**src/rtl/serial_subtractor.sv**
```systemverilog
// Bit-serial subtractor: computes A - B - bin one bit per clock, LSB first, behind valid/ready handshakes.
// Define SERIAL_SUB_OVERFLOW_EN to add the two's-complement overflow output ovf.
module serial_subtractor #(
  parameter int WIDTH = 8
) (
  input  logic             clk,
  input  logic             rst_n,
  input  logic [WIDTH-1:0] A,
  input  logic [WIDTH-1:0] B,
  input  logic             bin,
  input  logic             in_valid,
  output logic             in_ready,
  output logic [WIDTH-1:0] D,
  output logic             bout,
  output logic             out_valid,
  input  logic             out_ready,
  output logic             busy
`ifdef SERIAL_SUB_OVERFLOW_EN
  ,
  output logic             ovf
`endif
);

  localparam int CNT_W = $clog2(WIDTH);
  localparam logic [CNT_W-1:0] LAST_BIT = CNT_W'(WIDTH - 1);

  typedef enum logic [1:0] {IDLE, SHIFT, DONE} state_t;

  state_t           state, state_nxt;
  logic [WIDTH-1:0] a_q, b_q, d_q;
  logic [CNT_W-1:0] cnt_q;
  logic             br_q;
  logic [1:0]       fs;
  logic             accept;
  logic             last_bit;

  // Full-subtractor cell: returns {borrow_out, difference}.
  function automatic logic [1:0] fs_bit(input logic a, input logic b, input logic br);
    return {(~a & b) | (~(a ^ b) & br), a ^ b ^ br};
  endfunction

  assign accept   = (state == IDLE) && in_valid;
  assign last_bit = (state == SHIFT) && (cnt_q == LAST_BIT);
  assign fs       = fs_bit(a_q[cnt_q], b_q[cnt_q], br_q);

  always_ff @(posedge clk or negedge rst_n) begin
    if (!rst_n) state <= IDLE;
    else        state <= state_nxt;
  end

  always_comb begin
    state_nxt = state;
    in_ready  = 1'b0;
    out_valid = 1'b0;
    busy      = 1'b1;
    unique case (state)
      IDLE: begin
        in_ready = 1'b1;
        busy     = 1'b0;
        if (in_valid) state_nxt = SHIFT;
      end
      SHIFT: begin
        if (last_bit) state_nxt = DONE;
      end
      DONE: begin
        out_valid = 1'b1;
        if (out_ready) state_nxt = IDLE;
      end
      default: state_nxt = IDLE;
    endcase
  end

  // Operands are only consumed while shifting, so they need no reset.
  always_ff @(posedge clk) begin
    if (accept) begin
      a_q <= A;
      b_q <= B;
    end
  end

  always_ff @(posedge clk or negedge rst_n) begin
    if (!rst_n) begin
      cnt_q <= '0;
      br_q  <= 1'b0;
      d_q   <= '0;
    end else if (accept) begin
      cnt_q <= '0;
      br_q  <= bin;
      d_q   <= '0;
    end else if (state == SHIFT) begin
      d_q[cnt_q] <= fs[0];
      br_q       <= fs[1];
      cnt_q      <= cnt_q + 1'b1;
    end
  end

  assign D    = d_q;
  assign bout = br_q;

`ifdef SERIAL_SUB_OVERFLOW_EN
  // Borrow entering the MSB cell, kept so ovf can be formed against the final borrow.
  logic msb_br_q;

  always_ff @(posedge clk or negedge rst_n) begin
    if (!rst_n)        msb_br_q <= 1'b0;
    else if (accept)   msb_br_q <= 1'b0;
    else if (last_bit) msb_br_q <= br_q;
  end

  assign ovf = msb_br_q ^ br_q;
`endif

endmodule

```
**config.mk**
```make
export PLATFORM = sky130hd
export DESIGN_NAME = serial_subtractor
export DESIGN_NICKNAME = d
export VERILOG_FILES = /design/src/rtl/serial_subtractor.sv
export SDC_FILE = /design/constraint.sdc
export NUM_CORES = 1
export LEC_CHECK = 0
export CELL_PAD_IN_SITES_DETAIL_PLACEMENT = 1
export CELL_PAD_IN_SITES_GLOBAL_PLACEMENT = 1
export CORE_MARGIN = 2
export CORE_UTILIZATION = 30
export DETAILED_ROUTE_END_ITERATION = 10
export PLACE_DENSITY = 0.67
export REMOVE_ABC_BUFFERS = 1
export SLEW_MARGIN = 20
export SYNTH_ARGS = -nofsm -noshare
export SYNTH_HDL_FRONTEND = slang
export SYNTH_SLANG_ARGS = --single-unit
```
**constraint.sdc**
```tcl
create_clock -name clk -period 2.2 [get_ports clk]
set_clock_uncertainty 0.1 [all_clocks]
set_input_delay 0.44 -clock clk [delete_from_list [all_inputs] [get_ports clk]]
set_output_delay 0.44 -clock clk [all_outputs]
set_load 0.02 [all_outputs]
```
---- Yosys cells after proc, flatten, opt, wreduce, memory -nomap -nowiden ----
Index checks and enable logic that the tools add are counted.
storage, ports and cells
  bits in read-only memories .............. 0
  latch bits .............................. 0
  memory bits (writable) .................. 0
  word-level logic and storage cells ...... 48
  input bits .............................. 21
  output and inout port bits .............. 12
  memories ................................ 0
  register bits after elaboration ......... 30
cells by class
  mux-type cells .......................... 20
  bitwise logic cells ..................... 7
  divide/modulo/power cells ............... 0
  $mul .................................... 0
  eq/ne operators ......................... 6
  add/subtract/negate cells ............... 1
  order comparisons ....................... 2
  shifts and indexed selects .............. 0
  reductions and logical operators ........ 6
operators with widths
  operator               number
  $mux W8                2
  $bwmux W8              1
  $mux W1                8
  $bmux W1 S3            2
  $mux W2                3
  $mux W3                2
  $ne A2 B2 Y1 const B   3
  $pmux W2 S3            1
  $lt A3 B4 Y1 const B   1
  $add A3 B1 Y3 const B  1
  $demux W1 S3           1
  $eq A3 B3 Y1 const B   1
  $ge A3 B1 Y1 const B   1
  $logic_and A1 B1 Y1    3
  $reduce_and A3 Y1      1
  $and A1 B1 Y1          2
  $eq A2 B1 Y1 const B   1
  $eq A2 B2 Y1 const B   1
  $logic_not A2 Y1       1
  $not A1 Y1             2
  $reduce_bool A2 Y1     1
  $xor A1 B1 Y1          2
  $or A1 B1 Y1           1

---- Logic depth before layout (Yosys ltp) ----
  depth in word-level cells ............... 8
  mapped depth ............................ 9
  depth with buffers taken out ............ 6

---- Least setup slack after synthesis ----
OpenSTA, ideal clock, no wires.
  path type ............................... reg2reg
  start point ............................. register cnt_q[1]
  end point ............................... register d_q[6] (netlist: D[6])
  required time ........................... 2.021 ns
  period minus slack after synthesis ...... 2.218 ns
  slack ................................... -0.018 ns
  setup time .............................. 0.079 ns
  data arrival time ....................... 2.039 ns
  path buffers ............................ 2
  cell stages (with the launch flop) ...... 9
  cells stage by stage .................... dfrtp_1 > buf_4 > mux2_2 > a31oi_1 > o211ai_1 > fa_1 > clkbuf_1 > nand4_1 > a21oi_1
between the ends
  word-level cells in the longest chain between the ends .. 7
  elaborated cells on any way between the ends .. 14
  classes of those cells .................. order compare (2); mux (9); bitwise (2); reduce/logical (1)
ends and longest elaborated chain
  what                                                                         line    text
  start, declared                                                              31      logic [CNT_W-1:0] cnt_q;
  start signal, assigned                                                       93      cnt_q <= cnt_q + 1'b1;
  $lt A3 B4 Y1 (implied by the code), or another cell as far along             91      d_q[cnt_q] <= fs[0];
  $logic_and A1 B1 Y1 (implied by the code) / $mux W1 (equally long branches)  91, 44
  $mux W1 (implied by the code) / $xor A1 B1 Y1 (equally long branches)        91, 39
  $demux W1 S3 / $xor A1 B1 Y1 (equally long branches)                         91, 39
  $bwmux W8 (*)                                                                91
  $mux W8 (*)                                                                  90      end else if (state == SHIFT) begin
  $mux W8 (*)                                                                  86      end else if (accept) begin
  end signal, assigned by index                                                91
  end, declared                                                                30      logic [WIDTH-1:0] a_q, b_q, d_q;
Every way passes the cells marked *; elsewhere a longest branch is shown, timed or not. The select of a mux whose other input is x is not followed.
A chain may end at the register's enable or synchronous reset.

---- Final worst setup path ----
  start point ............................. register cnt_q[2]
  end point ............................... register d_q[7] (netlist: D[7])
Same word-level chain as after synthesis.

==> out/summary.txt <==
Hpwl dp - 2260 um
First-pass GRT wire length - 5020 um
Final Slew Violations - 0
Clock sink count - 30
Die Area - 5320 um^2
Syn Inst Count - 116
Total Power - 2.84 mW
CP Max Fanout - 8
Fmax - 448 MHz
List of most frequent post-synthesis cells - edfxtp_1 (16), dfrtp_1 (14), a21oi_1 (11), nand3_1 (8), o21ai_0 (7)
Critical Path RT - 2310 ps
WL per Instance - 14.5 um
Tightest Hold Check Type - flip-flop to flip-flop
Gr usage total - 12.9%
Most common cell in the netlist - edfxtp_1
Clock Tree Buf Depth - 2
CTS Root Cell - clkbuf_8
PnR worst setup slack - -31.3 ps
Clock Latency Late Sink - 280 ps
DIE WIDTH - 73.0 um
Iteration-0 DRC Markers - 21
Die Y - 73.0 um
Yosys warning count - 0
Final core occ - 43.6%
Dominant cells by area after synthesis - edfxtp_1 (34%), dfrtp_1 (25%), a21oi_1 (3.9%)
Min Tclk post-route - 2230 ps
# IOs - 33
Register area share after synthesis - 58.2%
Hold Slack - 450 ps
CP Class - flip-flop to flip-flop
Layout cells sized above 1 - 24.5%
Drt first pass iters - 2
Failing checks - negative setup slack
Drt via density - 4.83
Final count of hold timing violations - 0
Total grt overflow - 0
Routed Antenna Nets - 0
CTS clock-pin slew for the worst setup and hold paths - 60 ps
# port buffers - 32
Worst slew pin tran - 653 ps
Layout area overhead - 42.5%
Yosys top cell by area - edfxtp_1
Top FF cell, synth - edfxtp_1
Number of global-route vias before repair - 1038
Starting Density - 30.6%
Via count - 1048
Status - finished, violations left
Number of synthesized flops with an enable pin - 16
Peak VDD IR - 0.000434 V
Slew headroom - 56.4%
Syn_area_per_cell - 12.3 um^2
Dpl ws - -132 ps
RSZ-0062 raised after global routing - yes
Max H-tree Level - 2
Pwr Density - 1400 nW/um^2
Final setup viols - 2
Ant. Diodes - 0
Crit path capture type - flip-flop
Initial antenna violation count - 0
CTS Buf Count - 5
Yosys top cell area share - 33.7%
Startpoint Class - flip-flop
Final #Nets - 187
Cts hold-fix bufs - 0
RePlAce Congestion - 0.744
Detailed-route DRC error count - 0
Leak Pwr - 0.780 nW
CTS tree - yes
Count of cell types in the netlist - 40
WP data arrival - 2340 ps
Largest net degree at the start of global routing - 24
FP Rows - 25
Mapped Area - 1430 um^2
WL final - 3140 um
Ys async rst share - 46.7%
Fill count - 506
Max-cap violation count - 0
Core Region - 4660 um^2
#FFs+latches synth - 30
Final critical-path share of the clock period - 101%
-- stage by stage --
step | TNS (ps) | instance area, um^2 | cells
4_1_cts | -19.2 | 1940 | 213
3_5_place_dp | -805 | 1840 | 205
2_1_floorplan | -1020 | 1370 | 107
3_3_place_gp | -109 | 1840 | 205
6_report | -49.2 | 2030 | 217
5_1_grt | -594 | 2030 | 217
-- worst max-delay path: stages, from the launching register on --
cell       delay, ps
dfrtp_1          400
buf_6            130
or3b_4           380
a21oi_4          160
a2111oi_4         60
fa_2             660
nand4_1          120
a21oi_2          150
-- final cells by class --
class	count	area (um^2)	share of cell area, %
Clock buffer	7	76.3	3.76
Inverter	6	22.5	1.11
Tap cell	54	67.6	3.33
Multi-Input combinational cell	71	574	28.3
Timing Repair Buffer	49	459	22.6
Sequential cell	30	832	40.9
-- where the power goes --
group	switching, mW	internal (mW)	leakage (nW)
clock	0.187	0.217	0.0383
sequential	0.0940	0.749	0.322
combinational	0.802	0.788	0.420
-- placed cells by master, fill, tap and decap left out, types with 2 or more instances in the layout --
cell type / instances
buf_4: 15
mux2i_1: 4
a22o_1: 3
clkdlybuf4s50_1: 32
dfrtp_1: 13
clkbuf_8: 5
inv_1: 6
nor2b_1: 3
edfxtp_1: 16
or3b_4: 3
ha_1: 2
nand3_1: 8
nand4_1: 2
nor2_1: 5
clkbuf_1: 2
o21ai_0: 7
a21oi_1: 5
a21oi_2: 5
-- flip-flops by register name, summed over array words and instances, names as in the netlist --
register  flops
D             8
a_q           8
b_q           8
cnt_q         3
state         2
bout          1
-- metal layers --
metal | global-route usage, % | up-vias | routed length, um
li1 | - | 517 | -
met1 | 15.1 | 500 | 1330
met2 | 20.9 | 27 | 1590
met3 | 5.80 | 4 | 194
met4 | 4.94 | 0 | 34
met5 | 0 | - | 0
-- final timing paths --
kind	from	to	slack [ps]	cells past startpoint
worst max-delay path	cnt_q[2]	D[7]	-30	7
worst min-delay path	D[2]	D[2]	450	2
worst max register to register	cnt_q[2]	D[7]	-30	7
worst min register to register	D[2]	D[2]	450	2
max in group asynchronous	rst_n	cnt_q[1]	1080	1
min in group asynchronous	rst_n	state[1]	460	1
-- logic make-up (layout without fill, tap and decap cells) --
kind of cell / Yosys count / in the layout / share of synthesized area, %
buf+inv: 15 / 62 / 5.79
flops: 30 / 30 / 58.2
mux: 5 / 5 / 3.60
compound gates: 31 / 31 / 15.0
simple gates: 32 / 32 / 14.2
fa+ha+maj: 3 / 3 / 3.16
-- timing repair --
item | in CTS | in global routing
gates resized for setup | 4 | 14
gates cloned | 0 | 0
buffers inserted | 1 | 5
endpoints found under the hold margin | 0 | 0
pin swaps | 0 | 8
setup endpoints to repair | 8 | 8
(Power assumes the default switching activity.)
